--- src/rtl/finger_counter.sv ---
// finger_counter
//   Counts fingers in a band of SCAN_ROWS rows just below a detected palm.
//   It follows the streamed 1-bit hand image with its own raster counters.
//   Within a column window around the palm it measures runs of hand pixels.
//   A run whose width lies in [MIN_FINGER_W, MAX_FINGER_W] counts as a finger.
//   The largest per-row count, clipped to 5, is reported once per palm.
//
// Ports
//   clk, rst           clock, synchronous active-high reset
//   frame_start        strobe on pixel (0,0), qualified by pixel_valid
//   pixel_valid        object_image carries a pixel this cycle
//   object_image       1 = hand pixel
//   palm_valid         strobe: palm geometry inputs are final for this frame
//   start_of_palm_r    palm top row
//   start_of_palm_c    palm left column
//   end_of_palm_c      palm right column
//   palm_height        palm height in rows
//   finger_count       clipped finger count 0..5, held between strobes
//   count_valid        one-cycle strobe when finger_count is updated
//   busy               a palm has been accepted and its scan is pending
//   scan_err           with count_valid: the scan band was already passed
module finger_counter #(
  parameter int IMG_W        = 160,
  parameter int IMG_H        = 120,
  parameter int SCAN_ROWS    = 4,
  parameter int COL_MARGIN   = 8,
  parameter int MIN_FINGER_W = 2,
  parameter int MAX_FINGER_W = 12
) (
  input  logic       clk,
  input  logic       rst,
  input  logic       frame_start,
  input  logic       pixel_valid,
  input  logic       object_image,
  input  logic       palm_valid,
  input  logic [7:0] start_of_palm_r,
  input  logic [7:0] start_of_palm_c,
  input  logic [7:0] end_of_palm_c,
  input  logic [7:0] palm_height,
  output logic [2:0] finger_count,
  output logic       count_valid,
  output logic       busy,
  output logic       scan_err
);

  localparam int CW = $clog2(IMG_W);
  localparam int RW = $clog2(IMG_H);
  localparam logic [9:0] LAST_COL = 10'(IMG_W - 1);
  localparam logic [9:0] LAST_ROW = 10'(IMG_H - 1);

  typedef enum logic [1:0] {S_IDLE, S_WAIT_ROW, S_SCAN, S_DONE} state_t;

  state_t         r_state, w_state_nxt;
  logic [RW-1:0]  r_row;
  logic [CW-1:0]  r_col;
  logic [9:0]     r_scan_row, r_win_lo, r_win_hi;
  logic [7:0]     r_run_len;
  logic           r_in_run;
  logic [2:0]     r_row_fingers, r_best, r_finger_count;
  logic [7:0]     r_rows_done;
  logic           r_err;

  logic           w_fs;
  logic [RW-1:0]  w_cur_row;
  logic [CW-1:0]  w_cur_col;
  logic [9:0]     w_row10, w_col10;
  logic [7:0]     w_lo8, w_hi8;
  logic [9:0]     w_win_lo, w_win_hi, w_hi_m, w_srow_sum, w_scan_row;
  logic           w_enter, w_scan_px, w_in_win;
  logic [7:0]     w_len_nxt, w_close_len, w_rows_nxt;
  logic           w_inrun_nxt, w_close, w_row_end, w_scan_done;
  logic [2:0]     w_rf_nxt, w_best_nxt;
  logic           w_latch, w_to_done, w_err;

  // ---- raster tracking: position of the pixel presented this cycle ----
  assign w_fs      = pixel_valid & frame_start;
  assign w_cur_row = w_fs ? '0 : r_row;
  assign w_cur_col = w_fs ? '0 : r_col;
  assign w_row10   = 10'(r_row);
  assign w_col10   = 10'(r_col);

  always_ff @(posedge clk) begin
    if (rst) begin
      r_row <= '0;
      r_col <= '0;
    end else if (pixel_valid) begin
      if (10'(w_cur_col) == LAST_COL) begin
        r_col <= '0;
        r_row <= (10'(w_cur_row) == LAST_ROW) ? w_cur_row : w_cur_row + 1'b1;
      end else begin
        r_col <= w_cur_col + 1'b1;
        r_row <= w_cur_row;
      end
    end
  end

  // ---- geometry: order the palm columns, widen by the margin, clamp ----
  assign w_lo8      = (start_of_palm_c <= end_of_palm_c) ? start_of_palm_c : end_of_palm_c;
  assign w_hi8      = (start_of_palm_c <= end_of_palm_c) ? end_of_palm_c : start_of_palm_c;
  assign w_win_lo   = ({2'b00, w_lo8} < 10'(COL_MARGIN)) ? 10'd0
                                                         : {2'b00, w_lo8} - 10'(COL_MARGIN);
  assign w_hi_m     = {2'b00, w_hi8} + 10'(COL_MARGIN);
  assign w_win_hi   = (w_hi_m > LAST_COL) ? LAST_COL : w_hi_m;
  assign w_srow_sum = {2'b00, start_of_palm_r} + {2'b00, palm_height};
  assign w_scan_row = (w_srow_sum > LAST_ROW) ? LAST_ROW : w_srow_sum;

  // The first band pixel (scan_row, 0) is consumed in the same cycle that
  // WAIT_ROW hands over to SCAN, so it goes through the run logic too.
  assign w_enter   = pixel_valid && (w_row10 == r_scan_row) && (w_col10 == 10'd0);
  assign w_scan_px = pixel_valid && !w_fs &&
                     ((r_state == S_SCAN) || ((r_state == S_WAIT_ROW) && w_enter));
  assign w_in_win  = (w_col10 >= r_win_lo) && (w_col10 <= r_win_hi);

  // ---- run measurement and per-row finger accounting ----
  always_comb begin
    w_len_nxt   = r_run_len;
    w_inrun_nxt = r_in_run;
    w_rf_nxt    = r_row_fingers;
    w_close     = 1'b0;
    w_close_len = r_run_len;
    w_best_nxt  = r_best;
    w_rows_nxt  = r_rows_done;
    w_row_end   = 1'b0;
    if (w_scan_px) begin
      if (w_in_win) begin
        if (object_image) begin
          w_len_nxt   = (r_run_len == 8'hFF) ? r_run_len : r_run_len + 8'd1;
          w_inrun_nxt = 1'b1;
          // a run still open at the window edge ends there, edge pixel included
          if (w_col10 == r_win_hi) begin
            w_close     = 1'b1;
            w_close_len = w_len_nxt;
          end
        end else if (r_in_run) begin
          w_close     = 1'b1;
          w_close_len = r_run_len;
        end
      end
      if (w_close) begin
        if ((w_close_len >= 8'(MIN_FINGER_W)) && (w_close_len <= 8'(MAX_FINGER_W)))
          w_rf_nxt = (r_row_fingers == 3'd7) ? r_row_fingers : r_row_fingers + 3'd1;
        w_len_nxt   = 8'd0;
        w_inrun_nxt = 1'b0;
      end
      if (w_col10 == LAST_COL) begin
        w_row_end   = 1'b1;
        w_best_nxt  = (w_rf_nxt > r_best) ? w_rf_nxt : r_best;
        w_rf_nxt    = 3'd0;
        w_len_nxt   = 8'd0;
        w_inrun_nxt = 1'b0;
        w_rows_nxt  = r_rows_done + 8'd1;
      end
    end
  end

  assign w_scan_done = w_row_end &&
                       ((w_rows_nxt == 8'(SCAN_ROWS)) || (w_row10 == LAST_ROW));

  // ---- control FSM: next state ----
  always_comb begin
    w_state_nxt = r_state;
    w_latch     = 1'b0;
    w_to_done   = 1'b0;
    w_err       = 1'b0;
    case (r_state)
      S_IDLE: begin
        // a new frame in the same cycle wins over the palm strobe
        if (palm_valid && !w_fs) begin
          w_latch     = 1'b1;
          w_state_nxt = S_WAIT_ROW;
        end
      end
      S_WAIT_ROW: begin
        if (w_fs) begin
          w_state_nxt = S_IDLE;
        end else if ((w_row10 > r_scan_row) ||
                     ((w_row10 == r_scan_row) && (w_col10 != 10'd0))) begin
          w_state_nxt = S_DONE;
          w_to_done   = 1'b1;
          w_err       = 1'b1;
        end else if (w_enter) begin
          w_state_nxt = w_scan_done ? S_DONE : S_SCAN;
          w_to_done   = w_scan_done;
        end
      end
      S_SCAN: begin
        if (w_fs) begin
          w_state_nxt = S_IDLE;
        end else if (w_scan_done) begin
          w_state_nxt = S_DONE;
          w_to_done   = 1'b1;
        end
      end
      S_DONE:  w_state_nxt = S_IDLE;
      default: w_state_nxt = S_IDLE;
    endcase
  end

  // ---- control FSM: state, geometry latch, scan accumulators, result ----
  always_ff @(posedge clk) begin
    if (rst) begin
      r_state        <= S_IDLE;
      r_scan_row     <= '0;
      r_win_lo       <= '0;
      r_win_hi       <= '0;
      r_run_len      <= '0;
      r_in_run       <= 1'b0;
      r_row_fingers  <= '0;
      r_best         <= '0;
      r_rows_done    <= '0;
      r_finger_count <= '0;
      r_err          <= 1'b0;
    end else begin
      r_state <= w_state_nxt;
      if (w_latch) begin
        r_scan_row    <= w_scan_row;
        r_win_lo      <= w_win_lo;
        r_win_hi      <= w_win_hi;
        r_run_len     <= '0;
        r_in_run      <= 1'b0;
        r_row_fingers <= '0;
        r_best        <= '0;
        r_rows_done   <= '0;
      end else if (w_scan_px) begin
        r_run_len     <= w_len_nxt;
        r_in_run      <= w_inrun_nxt;
        r_row_fingers <= w_rf_nxt;
        r_best        <= w_best_nxt;
        r_rows_done   <= w_rows_nxt;
      end
      if (w_to_done) begin
        r_err          <= w_err;
        r_finger_count <= w_err ? 3'd0 : ((w_best_nxt > 3'd5) ? 3'd5 : w_best_nxt);
      end
    end
  end

  assign finger_count = r_finger_count;
  assign count_valid  = (r_state == S_DONE);
  assign busy         = (r_state == S_WAIT_ROW) || (r_state == S_SCAN);
  assign scan_err     = (r_state == S_DONE) && r_err;

endmodule

--- config.mk ---
export PLATFORM = sky130hd
export DESIGN_NAME = finger_counter
export DESIGN_NICKNAME = d
export VERILOG_FILES = /design/src/rtl/finger_counter.sv
export SDC_FILE = /design/constraint.sdc
export NUM_CORES = 1
export LEC_CHECK = 0
export CORE_UTILIZATION = 25
export CTS_BUF_LIST = sky130_fd_sc_hd__clkbuf_16
export DETAILED_ROUTE_END_ITERATION = 12
export PLACE_DENSITY_LB_ADDON = 0.08
export SLEW_MARGIN = 20
export SYNTH_ARGS = -nofsm -noshare
export SYNTH_HDL_FRONTEND = slang
export SYNTH_SLANG_ARGS = --single-unit
--- constraint.sdc ---
create_clock -name clk -period 15.8 [get_ports clk]
set_input_delay 3.95 -clock clk [delete_from_list [all_inputs] [get_ports clk]]
set_output_delay 3.95 -clock clk [all_outputs]
set_load 0.05 [all_outputs]
## Word-level counts from Yosys, hierarchy flattened

Cells that the tools add are included.

| word-level totals | value |
|---|---|
| word-level logic and storage cells | 133 |
| flip-flop bits (word level) | 74 |
| output and inout port bits | 6 |
| input port bits | 38 |

| cells by class | value |
|---|---|
| mux-type cells | 61 |
| add/sub/neg operators | 8 |
| equality and inequality tests | 15 |
| $lt $le $gt $ge | 11 |
| bitwise operators | 1 |
| reductions and logical operators | 24 |

Operators by type and width:

| cell | count |
|---|---|
| 8-bit 2-to-1 mux | 15 |
| 3-bit 2-to-1 mux | 10 |
| 8-bit by 1-bit adder with 8-bit output, second input constant | 3 |
| 8-bit == test, second input constant | 3 |
| 1-bit 2-to-1 mux | 22 |
| 7-bit 2-to-1 mux | 3 |
| 9-bit 2-to-1 mux | 2 |
| 7-bit == test, second input constant | 2 |
| 2-bit 2-to-1 mux | 6 |
| 1-bit logical AND | 11 |
| 7-bit by 10-bit == test with 1-bit output | 1 |
| 8-bit by 10-bit == test with 1-bit output | 1 |
| 8-bit by 10-bit >= comparator with 1-bit output | 1 |
| 7-bit by 10-bit greater-than comparator with 1-bit output | 1 |
| 8-bit by 10-bit less-or-equal comparator with 1-bit output | 1 |
| 10-bit logical NOT | 1 |
| 10-bit 2-to-1 mux | 1 |
| 10-bit nonzero test | 1 |
| 8-bit by 4-bit adder with 9-bit output, second input constant | 1 |
| 8-bit by 8-bit adder with 9-bit output | 1 |
| 9-bit by 7-bit greater-than comparator with 1-bit output, second input constant | 1 |
| 9-bit by 8-bit greater-than comparator with 1-bit output, second input constant | 1 |
| 8-bit by 4-bit subtractor with 9-bit output, second input constant | 1 |
| 8-bit by 3-bit == test with 1-bit output, second input constant | 1 |
| 23 further kinds | 29 |

## Depth between registers and ports, before layout

Gate-level depths: netlist of run 1.

| logic depth | value |
|---|---|
| depth after elaboration | 19 |
| mapped depth | 19 |
| mapped depth without buffers | 17 |

## Worst setup path after synthesis of run 1

Ideal clock, no wire load.

| path | value |
|---|---|
| path type | input to register |
| from | input end_of_palm_c[1] |
| to | register r_win_hi[1] |
| library setup time | 0.163 ns |
| data arrival time | 7.594 ns |
| setup slack | 8.042 ns |
| required time | 15.637 ns |
| path buffers | 2 |
| cell stages on the path | 19 |
| cell sequence | inv_1 ha_1 nor2b_1 o21a_1 o21a_1 o21ai_0 a31oi_2 clkbuf_1 clkbuf_1 nand2_1 o21ai_0 ha_1 nand3_1 xor2_1 nor4_1 mux2_2 nor2_1 a211oi_1 a221oi_1 |

| between the ends | value |
|---|---|
| word-level cells in the longest chain between the ends | 5 |

RTL lines:

| item | RTL line | text |
|---|---|---|
| from (decl) | 38 | `input logic [7:0] end_of_palm_c,` |
| 8-bit less-or-equal comparator | 99 | `assign w_hi8 = (start_of_palm_c <= end_of_palm_c) ? end_of_palm_c : start_of_palm_c;` |
| 8-bit 2-to-1 mux (*) | 99 |  |
| 8-bit by 4-bit adder with 9-bit output (*) | 102 | `assign w_hi_m = {2'b00, w_hi8} + 10'(COL_MARGIN);` |
| 9-bit by 8-bit greater-than comparator with 1-bit output | 103 | `assign w_win_hi = (w_hi_m > LAST_COL) ? LAST_COL : w_hi_m;` |
| 9-bit 2-to-1 mux (*) | 103 |  |
| to (signal assigned) | 218 | `r_win_hi <= w_win_hi;` |
| to (decl) | 56 | `logic [9:0] r_scan_row, r_win_lo, r_win_hi;` |

Mark *: on every way between the ends. The rest lies on a longest branch, timed or not.
A chain may end at the register's enable or synchronous reset.

## Worst setup path in the final report of run 1

| path | value |
|---|---|
| from | input end_of_palm_c[6] |
| to | register r_win_hi[2] |

The elaborated chain is that of the path after synthesis.

==> run_results.csv, run 1 <==
group,metric,value,unit
synth,avgSynthCellArea,7.97,sq um
setup_path,path_max_fanout,26,
floorplan,core-area,20200,sq um
route,wl_per_cell,14.7,microns
sta,rsz0062_at_grt,"no",
cts,cts_tree,"built",
sta,final_max_slew_viol_count,0,
setup_path,cp-start-kind,"input pin",
cts,htreeDepth,3,
sta,worst_pin_slew,0.979,ns
pwr,fin_total_pwr,0.000561,W
synth,synth_fa_ha_area_share,13.3,%
synth,async_flop_share,0,%
outcome,outcome,"completed",
sta,max_freq,0.125,GHz
cts,path_clk_slew,0.06,ns
setup_path,cp.arrival,8.17,ns
cells_and_area,antenna_cells,0,
sta,hold_viol,0,
cells_and_area,utilization,30.5,%
pwr,p_sw_share,31.1,%
worst_hold_path,whs_path_depth,2,
synth,synthSimpleGateAreaFrac,23.3,%
synth,synth_top_family_by_area,"simple AND/OR/NAND/NOR gates",
synth,synth.area.mux_share,4.24,%
route,dr.first_iter.drc_count,182,
setup_path,reg2reg_depth,13,
synth,ys_seq_area_share,27.7,%
worst_hold_path,min_path_type,"flip-flop to flip-flop",
synth,ys_warn_count,0,
setup_path,critPathRequiredTime,15.97,ns
floorplan,fp.dieW,145,microns
place,io_buffers,43,
pwr,p_leak,2.37,nW
cells_and_area,nets,771,
route,drc,0,
pwr,internal-power,0.000386,W
cts,cts-resized-gates,0,
route,routed_wl,14000,microns
cts,numClockSinks,71,
pwr,power_frac_comb,26.4,%
grt,grt_max_degree,31,
cells_and_area,num-fill-cells,2194,
sta,setup_viol,0,
grt,antenna_found_initial,0,
synth,synth_edf_count,0,
route,vias,4714,
route,avgViaCountPerCell,4.94,
place,gp_congestion,0.833,
synth,syn_nets,736,
grt,grt_pass1_wl,23400,microns
synth,synth_xor_area_share,3.92,%
synth,synth_flop_cell,"dfxtp_1",
sta,fin_crit,8.00,ns
floorplan,chipHeight,145,microns
floorplan,start_util,25.4,%
setup_path,endpoint_kind,"flip-flop",
floorplan,die-area,21100,sq um
pwr,switchingPower,0.000175,W
sta,period_share,50.6,%
cells_and_area,syn_to_final_growth,19.7,%
cells_and_area,drive_gt1_share,6.29,%
synth,synth.distinct_cells,66,
cts,cts_hold_buffers,0,
route,antenna_left,0,
cts,cts_setup_buffers,0,
cts,cts_buffer_depth,2,
route,first_pass_iters,4,
synth,synthCells,644,
cts,clk_latency,0.35,ns
pwr,p_seq_share,34.9,%
sta,totalNegativeSetupSlack,0,ns
grt,grt-ovfl-total,0,
synth,yosysTopAreaCellShare,27.7,%
synth,synth-compound-area-share,22.2,%
cells_and_area,seqCellArea,1420,sq um
cells_and_area,layout_common_cells,"dfxtp_1, nor2_1, ha_1",
cells_and_area,multi_input_area,3440,sq um
pwr,p_per_area,91.3,nW/um^2
grt,grt_pass1_vias,4615,
setup_path,critical_path_class,"input pin to flip-flop",
sta,max_slew_margin,34.7,%
cts,cts-root-buf,"clkbuf_16",
synth,synth_top_cell_by_area,"dfxtp_1",
synth,synth_seq_cells,71,
cells_and_area,final_common_cell,"dfxtp_1",
place,hpwl,10500,microns
grt,track_usage,13.9,%
synth,synthTopCellsByArea,"dfxtp_1, ha_1, nor2_1, a21oi_1, nand2_1",
floorplan,fp-row-count,52,
cts,cts_buffers,9,
pwr,clockPowerShare,38.8,%
synth,syn_area,5130,sq um
run,drv_cap,0,
floorplan,num_io_pins,44,
sta,skew,0.00694,ns
pwr,peakVddDrop,0.0357,mV
-- power groups by stage --
stage	registers (W)	clock network, W	logic, W
floorplan	0.000198	0	0.000103
detailed placement	0.000200	0	0.000147
global route	0.000197	0.000231	0.000166
CTS	0.000196	0.000224	0.000148
global placement	0.000200	0	0.000147
finish	0.000196	0.000218	0.000148
-- path summary, 6_finish.rpt --
path / endpoint / slack [ns] / start
setup / recovery: r_win_hi[2]$_SDFFE_PP0P_ / 7.80 / end_of_palm_c[6]
hold / removal: finger_count[2]$_SDFFE_PP0P_ / 0.46 / finger_count[2]$_SDFFE_PP0P_
setup reg to reg: finger_count[1]$_SDFFE_PP0P_ / 11.13 / r_col[5]$_SDFFE_PP0P_
hold reg to reg: finger_count[2]$_SDFFE_PP0P_ / 0.46 / finger_count[2]$_SDFFE_PP0P_
-- synthesized netlist by cell type, types with 4 or more instances --
| cell type | instances |
|---|---|
| and2_1 | 10 |
| a221oi_1 | 6 |
| nand2_1 | 53 |
| o21ai_0 | 32 |
| mux2i_1 | 15 |
| o31ai_1 | 4 |
| mux2_2 | 4 |
| nor4_1 | 9 |
| nand2b_1 | 4 |
| inv_1 | 47 |
| nor2_1 | 63 |
| a31oi_1 | 7 |
| nand3_1 | 29 |
| dfxtp_1 | 71 |
| a21o_1 | 7 |
| nor3_1 | 13 |
| or2_2 | 5 |
| ha_1 | 53 |
| o22ai_1 | 7 |
| a22oi_1 | 4 |
| nand4_1 | 9 |
| xnor2_1 | 14 |
| clkbuf_1 | 18 |
| buf_2 | 6 |
| nor3b_1 | 5 |
| nor2b_1 | 6 |
| a21oi_1 | 44 |
| xor2_1 | 9 |
| and3_1 | 17 |
| o221a_2 | 7 |
| a211oi_1 | 10 |
-- final cells by class --
cell class / instances / share of cell area, %
tap: 270 / 5.50
sequential: 71 / 23.1
clock buffer: 9 / 3.66
clock inverter: 7 / 1.30
timing repair buffer: 48 / 7.57
inverter: 48 / 2.93
multi-input combinational: 501 / 55.9
-- worst max-delay path, cell delays in order --
cell	delay, ns
clkdlybuf4s50_1	0.58
inv_1	0.12
ha_1	0.30
a21o_1	0.18
a21oi_1	0.21
nand2_1	0.07
o21ai_0	0.11
a31oi_2	0.05
buf_4	0.25
o21ai_0	0.34
ha_1	0.31
nand3_1	0.12
xnor2_1	0.16
nor4_1	0.22
mux2_2	0.19
nor2_1	0.03
a211oi_1	0.79
a221oi_1	0.17
-- logic make-up after synthesis --
kind of cell / count (synthesis)
AND/OR/NAND/NOR: 239
XOR/XNOR: 23
buffers and inverters: 72
multiplexers: 20
flip-flops: 71
AO/OA/AOI/OAI: 165
adder cells (fa/ha/maj): 54
-- stage by stage --
step	worst slack, ns	area, sq um	cells	hold WS [ns]
after floorplan	8.04	5130	644	0.429
after global placement	7.55	5830	937	0.449
after detailed placement	7.44	5830	937	0.450
after CTS	7.81	6140	953	0.459
after global routing	7.37	6150	954	0.485
final	7.80	6150	954	0.455
-- registers in the layout, summed over array words and instances (netlist names) --
register	cells
r_run_len	8
r_scan_row	9
r_row_fingers	3
r_rows_done	8
r_col	8
finger_count	3
r_win_hi	9
r_state	2
r_err	1
r_row	7
r_in_run	1
r_win_lo	9
r_best	3
-- routing by layer --
| metal | vias up | wire (microns) | global-route usage [%] |
|---|---|---|---|
| met5 | - | 0 | 0 |
| met2 | 56 | 6770 | 24.0 |
| met3 | 14 | 351 | 3.21 |
| met1 | 2220 | 6790 | 17.3 |
| met4 | 0 | 145 | 3.47 |
| li1 | 2424 | - | - |
No activity file was read; power rests on OpenSTA's default activity.
==> run 2, diff against run 1 <==
==> constraint.sdc (replaced) <==
create_clock -name clk -period 7 [get_ports clk]
set_input_delay 1.75 -clock clk [delete_from_list [all_inputs] [get_ports clk]]
set_output_delay 1.75 -clock clk [all_outputs]
set_load 0.05 [all_outputs]
==> run_results.csv, run 2 (synthesized netlist as in run 1, its figures left out) <==
group,metric,value,unit
floorplan,die-area,21100,sq um
setup_path,cp-start-kind,"input pin",
sta,setup_viol,0,
route,wl_met1,6880,microns
route,avgViaCountPerCell,4.89,
cells_and_area,nets,772,
cts,cts_setup_buffers,0,
setup_path,r2r_end,"finger_count[1]$_SDFFE_PP0P_",
grt,grt-ovfl-total,0,
cells_and_area,num-fill-cells,2169,
route,wl_per_cell,14.6,microns
cts,cts_tree,"built",
sta,worst_pin_slew,0.905,ns
cts,clk_latency,0.34,ns
sta,skew,0.00590,ns
route,dr.first_iter.drc_count,184,
setup_path,critical_path_class,"input pin to flip-flop",
pwr,p_per_area,200,nW/um^2
outcome,outcome,"completed",
place,io_buffers,43,
sta,finalWorstSetupSlack,1.32,ns
cells_and_area,antenna_cells,0,
route,drc,0,
setup_path,worst_r2r_startpoint,"r_col[4]$_SDFFE_PP0P_",
sta,max_slew_margin,39.3,%
cts,cts_buffers,9,
pwr,fin_total_pwr,0.00123,W
sta,period_share,81.1,%
route,antenna_left,0,
setup_path,ff2ff_setup_slack,2.38,ns
place,dpl_cell_area,5850,sq um
route,wl_met2,6610,microns
setup_path,reg2reg_depth,13,
cells_and_area,drive_gt1_share,6.57,%
worst_hold_path,hold_end,"finger_count[2]$_SDFFE_PP0P_",
cells_and_area,post-route-cell-area,6130,sq um
cts,cts-resized-gates,0,
worst_hold_path,whs_path_depth,2,
cells_and_area,reg.largest.list,"r_scan_row (9), r_win_hi (9), r_win_lo (9)",
grt,track_usage,13.8,%
setup_path,endpoint_kind,"flip-flop",
cts,cts_hold_buffers,0,
setup_path,crit_path_start,"end_of_palm_c[6]",
worst_hold_path,min_from,"finger_count[2]$_SDFFE_PP0P_",
grt,antenna_found_initial,0,
pwr,peakVddDrop,0.0777,mV
floorplan,start_util,25.4,%
cts,numClockSinks,71,
sta,final_max_slew_viol_count,0,
sta,holdWs,0.451,ns
cells_and_area,layout_common_cells,"dfxtp_1, nor2_1, nand2_1, ha_1, inv_1",
floorplan,num_io_pins,44,
run,drv_cap,0,
cells_and_area,final_common_cell,"dfxtp_1",
cts,htreeDepth,3,
place,dp_slack,0.902,ns
cells_and_area,syn_to_final_growth,19.5,%
cts,path_clk_slew,0.05,ns
sta,totalNegativeSetupSlack,0,ns
route,first_pass_iters,4,
cts,cts-root-buf,"clkbuf_16",
grt,grt_max_degree,31,
worst_hold_path,min_path_type,"flip-flop to flip-flop",
setup_path,critPathRequiredTime,7.16,ns
sta,hold_viol,0,
sta,max_freq,0.176,GHz
floorplan,fp-row-count,52,
place,hpwl,10500,microns
pwr,p_leak,2.37,nW
sta,rsz0062_at_grt,"no",
route,routed_wl,14000,microns
cts,cts_buffer_depth,2,
route,maxUsedRoutingLayer,"met4",
sta,fin_crit,5.68,ns
grt,grt_pass1_wl,23300,microns
setup_path,path_max_fanout,7,
setup_path,cp.arrival,5.84,ns
floorplan,chipHeight,145,microns
route,wl_met3,267,microns
place,gp_congestion,0.847,
grt,grt_pass1_vias,4553,
floorplan,fp.dieW,145,microns
route,vias,4671,
floorplan,core-area,20200,sq um
run 2: worst max-delay path by stage:
stage,end,cells past startpoint
2_1_floorplan,r_win_hi[1]$_SDFFE_PP0P_,19
3_3_place_gp,finger_count[1]$_SDFFE_PP0P_,13
3_5_place_dp,r_win_hi[1]$_SDFFE_PP0P_,17
4_1_cts,r_win_hi[1]$_SDFFE_PP0P_,17
5_1_grt,r_win_hi[3]$_SDFFE_PP0P_,17
6_report,r_win_hi[1]$_SDFFE_PP0P_,17
run 2: per-stage QoR:
step	utilization, %	cells
6_report	30.4	955
4_1_cts	30.4	955
3_5_place_dp	29.0	939
2_1_floorplan	-	644
3_3_place_gp	29.0	938
5_1_grt	30.4	955
run 2: area by class of cell:
class / count / area [sq um] / area share [%]
Clock buffer: 9 / 225 / 3.67
Clock inverter: 7 / 56.3 / 0.918
Inverter: 48 / 180 / 2.94
Multi-Input combinational cell: 501 / 3440 / 56.1
Sequential cell: 71 / 1420 / 23.2
Tap cell: 270 / 338 / 5.51
Timing Repair Buffer: 49 / 473 / 7.71
run 2: layer usage:
metal	global-route usage (%)	up-vias
met5	0	-
met4	5.21	0
met3	1.95	16
met2	23.1	52
met1	17.8	2178
li1	-	2425
run 2: worst max-delay path: stages:
cell	delay, ns
clkdlybuf4s50_1	0.59
inv_1	0.12
ha_1	0.30
a21o_1	0.18
a21oi_1	0.23
nand2_1	0.07
o21ai_0	0.11
a31oi_2	0.12
o21ai_0	0.36
ha_1	0.30
nand3_1	0.11
xnor2_1	0.16
nor4_1	0.25
mux2_2	0.20
nor2_1	0.04
a211oi_1	0.77
a221oi_1	0.17
run 2: power breakdown:
| group | switching (W) | internal [W] | total, W | leakage [nW] |
|---|---|---|---|---|
| Combinational | 0.000198 | 0.000137 | 0.000335 | 1.64 |
| Clock | 0.000180 | 0.000270 | 0.000450 | 0.149 |
| Sequential | 0.0000120 | 0.000430 | 0.000442 | 0.577 |
==> run 3, diff against run 2 <==
==> constraint.sdc (replaced) <==
create_clock -name clk -period 5.5 [get_ports clk]
set_input_delay 1.375 -clock clk [delete_from_list [all_inputs] [get_ports clk]]
set_output_delay 1.375 -clock clk [all_outputs]
set_load 0.05 [all_outputs]
==> run_results.csv, run 3 (synthesized netlist as in run 1, its figures left out) <==
group,metric,value,unit
outcome,outcome,"completed",
floorplan,start_util,25.4,%
setup_path,cp-start-kind,"input pin",
floorplan,core-area,20200,sq um
cells_and_area,nets,779,
cts,path_clk_slew,0.05,ns
route,drc,0,
place,io_buffers,43,
setup_path,critPathSlowestCell,"or4b_4",
sta,hold_viol,0,
place,dpl_cell_area,5900,sq um
cts,cts_tree,"built",
route,routed_wl,14100,microns
setup_path,endpoint_kind,"flip-flop",
cells_and_area,final_common_cell,"dfxtp_1",
setup_path,cp_cell_sequence,"clkdlybuf4s50_1 > inv_1 > nor4_1 > or4b_4 > a221oi_4 > mux2_2 > ha_1 > a21oi_1 > nand3_1 > mux2_2 > and3_2 > or2_0 > o31ai_1",
run,drv_cap,0,
cells_and_area,post-route-cell-area,6210,sq um
place,gp_congestion,0.831,
cells_and_area,num-fill-cells,2190,
floorplan,fp.dieW,145,microns
route,antenna_left,0,
grt,grt_pass1_vias,4662,
sta,skew,0.0105,ns
setup_path,crit_family,"simple AND/OR/NAND/NOR gates",
route,avgViaCountPerCell,4.97,
grt,antenna_found_initial,0,
place,placed_cells,946,
setup_path,crit_buf_inv,2,
place,hpwl,10700,microns
worst_hold_path,min_path_type,"flip-flop to flip-flop",
cells_and_area,utilization,30.8,%
cts,htreeDepth,3,
sta,period_share,88.5,%
cells_and_area,syn_to_final_growth,21.1,%
setup_path,crit_path_frequent_cell,"mux2_2",
cells_and_area,antenna_cells,0,
grt,grt_max_degree,31,
sta,setup_viol,0,
cts,numClockSinks,71,
cts,cts_buffer_depth,2,
cells_and_area,layout_common_cells,"dfxtp_1, nor2_1, nand2_1, ha_1, inv_1",
sta,max_slew_margin,44.2,%
cells_and_area,finalNonFillerCells,962,
pwr,fin_total_pwr,0.00162,W
setup_path,critical_path_class,"input pin to flip-flop",
route,vias,4783,
cts,cts-root-buf,"clkbuf_16",
setup_path,critPathRequiredTime,5.75,ns
setup_path,path_max_fanout,7,
cts,cts-resized-gates,0,
floorplan,chipHeight,145,microns
floorplan,num_io_pins,44,
cts,cts_setup_buffers,0,
route,first_pass_iters,4,
cts,cts_buffers,9,
cts,cts_hold_buffers,0,
floorplan,fp-row-count,52,
cts,clk_latency,0.35,ns
pwr,p_leak,2.41,nW
floorplan,die-area,21100,sq um
sta,max_freq,0.206,GHz
grt,grt_pass1_wl,23300,microns
sta,rsz0062_at_grt,"no",
sta,final_max_slew_viol_count,0,
pwr,p_per_area,261,nW/um^2
cells_and_area,reg.largest.list,"r_scan_row (9), r_win_hi (9), r_win_lo (9)",
sta,worst_pin_slew,0.835,ns
grt,track_usage,13.7,%
sta,totalNegativeSetupSlack,0,ns
sta,fin_crit,4.87,ns
setup_path,cpPeakStageDelay,0.53,ns
grt,grt-ovfl-total,0,
setup_path,cp.arrival,5.12,ns
pwr,peakVddDrop,0.117,mV
cells_and_area,drive_gt1_share,7.51,%
route,dr.first_iter.drc_count,191,
route,wl_per_cell,14.6,microns
run 3: changes by cell type in the layout (fill, tap and decap cells not counted), sizes merged:
| cell | delta |
|---|---|
| clkinvlp | +1 |
| clkinv | -1 |
| bufinv | +1 |
| buf | +7 |
| inv | -1 |
run 3: report_power, final:
group	internal [W]	total, W	switching (W)
Sequential	0.000547	0.000563	0.0000159
Clock	0.000394	0.000629	0.000235
Combinational	0.000178	0.000430	0.000251
run 3: path summary, 6_finish.rpt:
check	start	end	slack, ns	cells after the start
min reg2reg	finger_count[2]$_SDFFE_PP0P_	finger_count[2]$_SDFFE_PP0P_	0.45	2
min	finger_count[2]$_SDFFE_PP0P_	finger_count[2]$_SDFFE_PP0P_	0.45	2
max reg2reg	r_run_len[1]$_SDFFE_PP0P_	finger_count[1]$_SDFFE_PP0P_	1.24	14
max	object_image	finger_count[1]$_SDFFE_PP0P_	0.63	13
run 3: per-stage QoR:
step | setup WS (ns) | hold WS [ns]
after global routing | 0.340 | 0.464
after floorplan | 0.317 | 0.429
after CTS | 0.635 | 0.453
final | 0.635 | 0.447
after detailed placement | 0.291 | 0.445
after global placement | 0.384 | 0.445
run 3: layout make-up:
type                    count  area [sq um]  area share (%)
repair buffers             56           528            8.50
clock inverters             7          88.8            1.43
inverters                  48           180            2.90
well taps                 270           338            5.44
clock buffers               9           225            3.62
multi-input cells         501          3430            55.2
flip-flops and latches     71          1420            22.9
run 3: layer usage:
| layer | vias up | routed length (microns) | GRT usage, % |
|---|---|---|---|
| li1 | 2438 | - | - |
| met3 | 14 | 338 | 1.98 |
| met4 | 0 | 216 | 5.58 |
| met5 | - | 0 | 0 |
| met1 | 2279 | 6790 | 17.4 |
| met2 | 52 | 6730 | 23.3 |
run 3: worst min-delay path: cells and delay by family, from the launching register on:
kind | cells | cell delay [ns]
DFF | 1 | 0.30
and+or+nand+nor | 1 | 0.05
AOI/OAI and AO/OA | 1 | 0.05
